File: src/rtl/digit_scan_if.sv
// Bundle of display-side signals between the counter blocks, the digit scanner and the segment decoder.
interface digit_scan_if #(
  parameter int DIGITS   = 6,
  parameter int PWM_BITS = 4
);
  logic [4*DIGITS-1:0] digits_in;
  logic [DIGITS-1:0]   dp_in;
  logic                load;
  logic                blank_lz;
  logic [DIGITS-1:0]   blink_mask;
  logic [PWM_BITS-1:0] brightness;
  logic [DIGITS-1:0]   digit_sel;
  logic [3:0]          seg_code;
  logic                dp_out;
  logic                frame_tick;

  modport master (
    output digits_in, dp_in, load, blank_lz, blink_mask, brightness,
    input  digit_sel, seg_code, dp_out, frame_tick
  );

  modport slave (
    input  digits_in, dp_in, load, blank_lz, blink_mask, brightness,
    output digit_sel, seg_code, dp_out, frame_tick
  );
endinterface

File: src/rtl/digit_scan_ctrl.sv
// Time-multiplexed digit scanner: frame-synchronous snapshot, leading-zero blanking,
// per-digit blink and PWM brightness; one registered output stage behind the scan state.
module digit_scan_ctrl #(
  parameter int DIGITS       = 6,
  parameter int SCAN_DIV     = 1024,
  parameter int PWM_BITS     = 4,
  parameter int BLINK_FRAMES = 64
) (
  input  logic      clk,
  input  logic      rst_n,
  digit_scan_if.slave bus
);
  localparam int SLOT_W = $clog2(DIGITS);
  localparam int PRE_W  = (SCAN_DIV > 1) ? $clog2(SCAN_DIV) : 1;
  localparam int BLK_W  = (BLINK_FRAMES > 1) ? $clog2(BLINK_FRAMES) : 1;

  logic [PRE_W-1:0]    prescaler_p0;
  logic [SLOT_W-1:0]   slot_p0;
  logic [PWM_BITS-1:0] pwm_cnt_p0;
  logic [BLK_W-1:0]    blink_cnt_p0;
  logic                blink_phase_p0;
  logic                pending_p0;
  logic [4*DIGITS-1:0] staging_dig_p0, shadow_dig_p0;
  logic [DIGITS-1:0]   staging_dp_p0, shadow_dp_p0;

  logic                slot_adv, frame_wrap;
  logic                all_zero;
  logic [DIGITS-1:0]   lz_blank;
  logic [DIGITS-1:0]   slot_onehot;
  logic [3:0]          cur_dig;
  logic                cur_dp, cur_blank;

  assign slot_adv   = (prescaler_p0 == PRE_W'(SCAN_DIV - 1));
  assign frame_wrap = slot_adv && (slot_p0 == SLOT_W'(DIGITS - 1));

  // Stage p0: scan position, PWM phase and blink phase
  always_ff @(posedge clk or negedge rst_n) begin
    if (!rst_n) begin
      prescaler_p0   <= '0;
      slot_p0        <= '0;
      pwm_cnt_p0     <= '0;
      blink_cnt_p0   <= '0;
      blink_phase_p0 <= 1'b0;
    end else begin
      if (slot_adv) begin
        prescaler_p0 <= '0;
        pwm_cnt_p0   <= '0;
        slot_p0      <= frame_wrap ? '0 : slot_p0 + SLOT_W'(1);
      end else begin
        prescaler_p0 <= prescaler_p0 + PRE_W'(1);
        pwm_cnt_p0   <= pwm_cnt_p0 + PWM_BITS'(1);
      end
      if (frame_wrap) begin
        if (blink_cnt_p0 == BLK_W'(BLINK_FRAMES - 1)) begin
          blink_cnt_p0   <= '0;
          blink_phase_p0 <= ~blink_phase_p0;
        end else begin
          blink_cnt_p0 <= blink_cnt_p0 + BLK_W'(1);
        end
      end
    end
  end

  // Snapshot path: staging collects loads, shadow only changes at a frame wrap
  always_ff @(posedge clk or negedge rst_n) begin
    if (!rst_n) begin
      staging_dig_p0 <= '0;
      staging_dp_p0  <= '0;
      shadow_dig_p0  <= '0;
      shadow_dp_p0   <= '0;
      pending_p0     <= 1'b0;
    end else if (frame_wrap) begin
      pending_p0 <= 1'b0;
      if (bus.load) begin
        shadow_dig_p0 <= bus.digits_in;
        shadow_dp_p0  <= bus.dp_in;
      end else if (pending_p0) begin
        shadow_dig_p0 <= staging_dig_p0;
        shadow_dp_p0  <= staging_dp_p0;
      end
    end else if (bus.load) begin
      staging_dig_p0 <= bus.digits_in;
      staging_dp_p0  <= bus.dp_in;
      pending_p0     <= 1'b1;
    end
  end

  // A slot is a leading zero when it and every slot above it hold zero
  always_comb begin
    lz_blank = '0;
    all_zero = 1'b1;
    for (int i = DIGITS - 1; i >= 1; i--) begin
      all_zero    = all_zero && (shadow_dig_p0[4*i +: 4] == 4'd0);
      lz_blank[i] = all_zero;
    end
  end

  always_comb begin
    slot_onehot = '0;
    cur_dig     = 4'hF;
    cur_dp      = 1'b0;
    cur_blank   = 1'b1;
    for (int i = 0; i < DIGITS; i++) begin
      if (slot_p0 == SLOT_W'(i)) begin
        slot_onehot[i] = 1'b1;
        cur_dig        = shadow_dig_p0[4*i +: 4];
        cur_dp         = shadow_dp_p0[i];
        cur_blank      = (bus.blank_lz && lz_blank[i]) ||
                         (blink_phase_p0 && bus.blink_mask[i]);
      end
    end
  end

  // Stage p1: registered display outputs
  always_ff @(posedge clk or negedge rst_n) begin
    if (!rst_n) begin
      bus.digit_sel  <= '0;
      bus.seg_code   <= 4'hF;
      bus.dp_out     <= 1'b0;
      bus.frame_tick <= 1'b0;
    end else begin
      bus.frame_tick <= frame_wrap;
      if (cur_blank) begin
        bus.digit_sel <= '0;
        bus.seg_code  <= 4'hF;
        bus.dp_out    <= 1'b0;
      end else begin
        bus.digit_sel <= (pwm_cnt_p0 <= bus.brightness) ? slot_onehot : '0;
        bus.seg_code  <= cur_dig;
        bus.dp_out    <= cur_dp;
      end
    end
  end
endmodule
File: src/flat_wrapper.sv
// flat-port wrapper written by rule: the top's interface ports become plain ports
module digit_scan_ctrl_flat 
#(
  parameter int DIGITS       = 6,
  parameter int SCAN_DIV     = 1024,
  parameter int PWM_BITS     = 4,
  parameter int BLINK_FRAMES = 64
)
  (clk, rst_n, bus_digits_in, bus_dp_in, bus_load, bus_blank_lz, bus_blink_mask, bus_brightness, bus_digit_sel, bus_seg_code, bus_dp_out, bus_frame_tick);
  digit_scan_if #(.DIGITS(DIGITS), .PWM_BITS(PWM_BITS)) bus_i ();
  input  logic clk;
  input  logic rst_n;
  input wire logic [$bits(bus_i.digits_in)-1:0] bus_digits_in;
  input wire logic [$bits(bus_i.dp_in)-1:0] bus_dp_in;
  input wire logic [$bits(bus_i.load)-1:0] bus_load;
  input wire logic [$bits(bus_i.blank_lz)-1:0] bus_blank_lz;
  input wire logic [$bits(bus_i.blink_mask)-1:0] bus_blink_mask;
  input wire logic [$bits(bus_i.brightness)-1:0] bus_brightness;
  output wire logic [$bits(bus_i.digit_sel)-1:0] bus_digit_sel;
  output wire logic [$bits(bus_i.seg_code)-1:0] bus_seg_code;
  output wire logic [$bits(bus_i.dp_out)-1:0] bus_dp_out;
  output wire logic [$bits(bus_i.frame_tick)-1:0] bus_frame_tick;
  assign bus_i.digits_in = bus_digits_in;
  assign bus_i.dp_in = bus_dp_in;
  assign bus_i.load = bus_load;
  assign bus_i.blank_lz = bus_blank_lz;
  assign bus_i.blink_mask = bus_blink_mask;
  assign bus_i.brightness = bus_brightness;
  assign bus_digit_sel = bus_i.digit_sel;
  assign bus_seg_code = bus_i.seg_code;
  assign bus_dp_out = bus_i.dp_out;
  assign bus_frame_tick = bus_i.frame_tick;
  digit_scan_ctrl #(.DIGITS(DIGITS), .SCAN_DIV(SCAN_DIV), .PWM_BITS(PWM_BITS), .BLINK_FRAMES(BLINK_FRAMES)) u_core (.clk(clk), .rst_n(rst_n), .bus(bus_i));
endmodule
File: config.mk
export PLATFORM = sky130hd
export DESIGN_NAME = digit_scan_ctrl_flat
export DESIGN_NICKNAME = d
export VERILOG_FILES = /design/src/rtl/digit_scan_if.sv /design/src/rtl/digit_scan_ctrl.sv /design/src/flat_wrapper.sv
export SDC_FILE = /design/constraint.sdc
export NUM_CORES = 1
export LEC_CHECK = 0
export ABC_CLOCK_PERIOD_IN_PS = 6800
export BUFFER_PORTS_ARGS = -buffer_cell sky130_fd_sc_hd__buf_2
export CAP_MARGIN = 10
export CORE_MARGIN = 3
export CORE_UTILIZATION = 31
export CTS_CLUSTER_SIZE = 14
export DETAILED_ROUTE_END_ITERATION = 8
export SYNTH_ARGS = -nofsm -noshare
export SYNTH_HDL_FRONTEND = slang
export SYNTH_SLANG_ARGS = --single-unit
File: constraint.sdc
create_clock -name clk -period 6.8 [get_ports clk]
set_clock_uncertainty 0.15 [all_clocks]
set_input_delay 0.68 -clock clk [delete_from_list [all_inputs] [get_ports clk]]
set_output_delay 0.68 -clock clk [all_outputs]
set_load 0.02 [all_outputs]
==> metrics.txt <==
# TYPE chip_impl_metric gauge
chip_impl_metric{name="die-height",unit="um"} 130
chip_impl_metric{name="postSynthAreaPerCell",unit="um^2"} 11.1
chip_impl_metric{name="worst_slew_pin_slew",unit="ns"} 0.892
chip_impl_metric{name="relSlewSlack",unit="%"} 40.5
chip_impl_metric{name="yosysWarningCount",unit=""} 0
chip_impl_info{name="worstHoldPathType",value="primary input to asynchronous set/reset pin"} 1
chip_impl_metric{name="final-setup-viol-count",unit=""} 0
chip_impl_metric{name="asyncSetResetFlopFracSynth",unit="%"} 100
chip_impl_metric{name="fin_setup_tns",unit="ns"} 0
chip_impl_metric{name="synth-seq-cells",unit=""} 97
chip_impl_metric{name="power_density",unit="nW/um^2"} 216
chip_impl_metric{name="post_synth_edffs",unit=""} 0
chip_impl_metric{name="post_synth_inst_count",unit=""} 428
chip_impl_metric{name="synth_cell_types",unit=""} 55
chip_impl_info{name="tritoncts",value="yes"} 1
chip_impl_metric{name="clock_latency",unit="ns"} 0.34
chip_impl_metric{name="drt_iter0_markers",unit=""} 214
chip_impl_metric{name="cap_violations",unit=""} 0
chip_impl_metric{name="synth_nets",unit=""} 484
chip_impl_metric{name="globalRouteTotalUtil",unit="%"} 11.9
chip_impl_metric{name="cts_sinks",unit=""} 97
chip_impl_metric{name="ctsHtreeMaxLevel",unit=""} 3
chip_impl_info{name="critical_path.reg2reg.startpoint",value="u_core.slot_p0[1]"} 1
chip_impl_metric{name="overall_via_count_from_detail_route",unit=""} 3197
chip_impl_info{name="worstSetupEndpoint",value="u_core.staging_dp_p0[4]"} 1
chip_impl_info{name="worstSetupEndpointType",value="flip-flop"} 1
chip_impl_info{name="rsz0062_at_grt",value="false"} 1
chip_impl_metric{name="count_of_buffers_inserted_at_the_top_level_ports",unit=""} 55
chip_impl_metric{name="areaGrowthSynthToFinish",unit="%"} 15.3
chip_impl_metric{name="antenna_left",unit=""} 0
chip_impl_metric{name="dr.pass1.iters",unit=""} 4
chip_impl_info{name="setup.worst_path.class",value="flip-flop to flip-flop"} 1
chip_impl_metric{name="critPathRequiredTime",unit="ns"} 6.87
chip_impl_metric{name="mappedNetlistArea",unit="um^2"} 4730
chip_impl_metric{name="grt_pass1_vias",unit=""} 3264
chip_impl_metric{name="reg2regPathDepth",unit=""} 7
chip_impl_metric{name="maximum_number_of_pins_on_one_net_before_global_route_repair",unit=""} 61
chip_impl_metric{name="period_share",unit="%"} 43.5
chip_impl_info{name="crit_start",value="u_core.slot_p0[1]"} 1
chip_impl_info{name="run_status",value="completed"} 1
chip_impl_info{name="most_used_cells_in_the_layout_excluding_fill_and_tap_cells",value="93 x sky130_fd_sc_hd__dfrtp_1, 54 x sky130_fd_sc_hd__buf_2, 46 x sky130_fd_sc_hd__nor2_1"} 1
chip_impl_metric{name="post_cts_resized",unit=""} 0
chip_impl_info{name="cts_root_buffer",value="sky130_fd_sc_hd__clkbuf_16"} 1
chip_impl_info{name="synth_top_flop_cell",value="sky130_fd_sc_hd__dfrtp_1"} 1
chip_impl_metric{name="core.rowCount",unit=""} 44
chip_impl_metric{name="ys_seq_area_share",unit="%"} 51.4
chip_impl_metric{name="final_cell_utilization_of_the_core",unit="%"} 37.0
chip_impl_metric{name="wl_per_cell",unit="um"} 14.4
chip_impl_metric{name="clock_period_minus_worst_slack",unit="ns"} 2.96
chip_impl_metric{name="post_drt_via_cell_ratio",unit=""} 4.81
chip_impl_metric{name="critPathMaxFanout",unit=""} 20
chip_impl_metric{name="timing_max_transition_violations_final",unit=""} 0
chip_impl_metric{name="timing.fmax",unit="GHz"} 0.338
chip_impl_metric{name="cts_hold_buf",unit=""} 0
chip_impl_metric{name="leakage",unit="uW"} 0.00261
chip_impl_metric{name="initial_util",unit="%"} 32.1
chip_impl_metric{name="post-cts-setup-buffers",unit=""} 0
chip_impl_metric{name="hold_violations",unit=""} 0
chip_impl_metric{name="boundaryPins",unit=""} 56
chip_impl_info{name="crit-reg2reg-capture",value="u_core.staging_dp_p0[4]"} 1
chip_impl_metric{name="finalWeightedCongestion",unit=""} 0.825
chip_impl_metric{name="floorplan.die_area",unit="um^2"} 16800
chip_impl_metric{name="coreArea",unit="um^2"} 14800
chip_impl_metric{name="antenna_diode_count",unit=""} 0
chip_impl_metric{name="cp.arrival",unit="ns"} 3.03
chip_impl_metric{name="grt_pass1_wl",unit="um"} 15800
chip_impl_metric{name="number_of_antenna_violations_at_the_first_check_in_global_routing",unit=""} 0
chip_impl_metric{name="grt_remaining_overflow",unit=""} 0
chip_impl_metric{name="chipWidth",unit="um"} 130
chip_impl_metric{name="clock_path_buffers",unit=""} 2
chip_impl_metric{name="peakVddDrop",unit="mV"} 0.111
chip_impl_metric{name="layout-drive-gt1-share",unit="%"} 26.3
chip_impl_metric{name="drc_errors",unit=""} 0
chip_impl_metric{name="cts-buffers-inserted",unit=""} 9
chip_impl_metric{name="rrSetupSlack",unit="ns"} 3.84
chip_impl_metric{name="drt-total-wl",unit="um"} 9530
chip_impl_metric{name="nets",unit=""} 531
chip_impl_metric{name="worst_setup_hold_path_clk_slew",unit="ns"} 0.07
chip_impl_metric{name="detailed_place_hpwl",unit="um"} 6950
chip_impl_info{name="start_kind",value="flip-flop"} 1
chip_impl_info{name="layout.cells.most_common",value="sky130_fd_sc_hd__dfrtp_1"} 1
critical path, stage by stage, from the launching register on:
cell and delay (ns):
sky130_fd_sc_hd__dfrtp_1 0.40, sky130_fd_sc_hd__inv_1 0.10, sky130_fd_sc_hd__ha_1 0.55, sky130_fd_sc_hd__and2_1 0.36, sky130_fd_sc_hd__nand2_2 0.15, sky130_fd_sc_hd__nand2_1 0.54
sky130_fd_sc_hd__buf_16 0.23, sky130_fd_sc_hd__mux2_2 0.35
worst min path at each step:
| stage | slack, ns | to |
|---|---|---|
| floorplan | 0.23 | u_core.blink_cnt_p0[0] |
| detailed placement | 0.32 | u_core.blink_cnt_p0[4] |
| global route | 0.24 | u_core.prescaler_p0[6] |
| global placement | 0.31 | u_core.pending_p0 |
| finish | 0.19 | u_core.pending_p0 |
| CTS | 0.21 | u_core.prescaler_p0[6] |
cell families (layout without fill, tap and decap cells):
kind of cell               Yosys count  after routing  synth area share [%]
and+or+nand+nor                    123            123                  13.5
DFF                                 97             97                  51.4
buffers and inverters               36             88                  3.76
adders and majority gates           12             12                  3.17
xor gates and xnor gates            11             11                  2.04
muxes                               64             64                  14.4
AOI/OAI and AO/OA                   85             85                  11.7
metal layers:
metal / GRT usage [%] / vias to the layer above / share of wire [%]
met5: 0 / - / 0
met3: 3.46 / 10 / 4.8
met2: 19.1 / 60 / 48
li1: - / 1599 / -
met1: 15.9 / 1528 / 46
met4: 3.30 / 0 / 1.0
power by group:
group	internal [uW]	switching (uW)	total, uW
Combinational	39.1	38.2	77.3
Clock	286	213	499
Sequential	595	8.05	603
Total	920	259	1180
state kept, by name, indices dropped and copies added (netlist names), 3 cells and up:
| name | count |
|---|---|
| u_core.staging_dig_p0 | 24 |
| u_core.prescaler_p0 | 10 |
| u_core.shadow_dp_p0 | 6 |
| u_core.blink_cnt_p0 | 6 |
| u_core.slot_p0 | 3 |
| u_core.bus.digit_sel | 6 |
| u_core.pwm_cnt_p0 | 4 |
| u_core.bus.seg_code | 4 |
| u_core.staging_dp_p0 | 6 |
| u_core.shadow_dig_p0 | 24 |
final cells by class:
| class | instances | area [um^2] |
|---|---|---|
| Tap cell | 184 | 230 |
| Inverter | 14 | 53.8 |
| Timing Repair Buffer | 58 | 320 |
| Clock buffer | 10 | 229 |
| Clock inverter | 6 | 68.8 |
| Multi-Input combinational cell | 295 | 2120 |
| Fill cell | 1472 | 9300 |
| Sequential cell | 97 | 2430 |
stage by stage:
| stage | setup slack, ns | total power [uW] | instances | hold WS, ns | instance area (um^2) |
|---|---|---|---|---|---|
| 6_report | 3.84 | 1180 | 664 | 0.192 | 5460 |
| 5_1_grt | 3.65 | 1230 | 664 | 0.239 | 5460 |
| 4_1_cts | 3.56 | 1200 | 663 | 0.211 | 5430 |
| 3_5_place_dp | 3.49 | 692 | 647 | 0.315 | 5130 |
| 3_3_place_gp | 3.57 | 689 | 647 | 0.314 | 5130 |
| 2_1_floorplan | 4.54 | 655 | 428 | 0.234 | 4730 |
cells in the mapped netlist (5+ instances only):
| library cell | n | area share [%] |
|---|---|---|
| sky130_fd_sc_hd__o31ai_1 | 5 | 0.79 |
| sky130_fd_sc_hd__mux2_2 | 33 | 7.9 |
| sky130_fd_sc_hd__inv_1 | 13 | 1.0 |
| sky130_fd_sc_hd__nand3_1 | 10 | 1.1 |
| sky130_fd_sc_hd__nand2_1 | 29 | 2.3 |
| sky130_fd_sc_hd__buf_2 | 6 | 0.63 |
| sky130_fd_sc_hd__clkbuf_1 | 10 | 0.79 |
| sky130_fd_sc_hd__dfrtp_1 | 93 | 49 |
| sky130_fd_sc_hd__mux2i_1 | 31 | 6.6 |
| sky130_fd_sc_hd__ha_1 | 12 | 3.2 |
| sky130_fd_sc_hd__xnor2_1 | 7 | 1.3 |
| sky130_fd_sc_hd__nor2_1 | 46 | 3.6 |
| sky130_fd_sc_hd__o21ai_0 | 18 | 1.9 |
| sky130_fd_sc_hd__nor2b_1 | 8 | 1.1 |
| sky130_fd_sc_hd__a21oi_1 | 42 | 4.4 |
(Power assumes the default switching activity.)
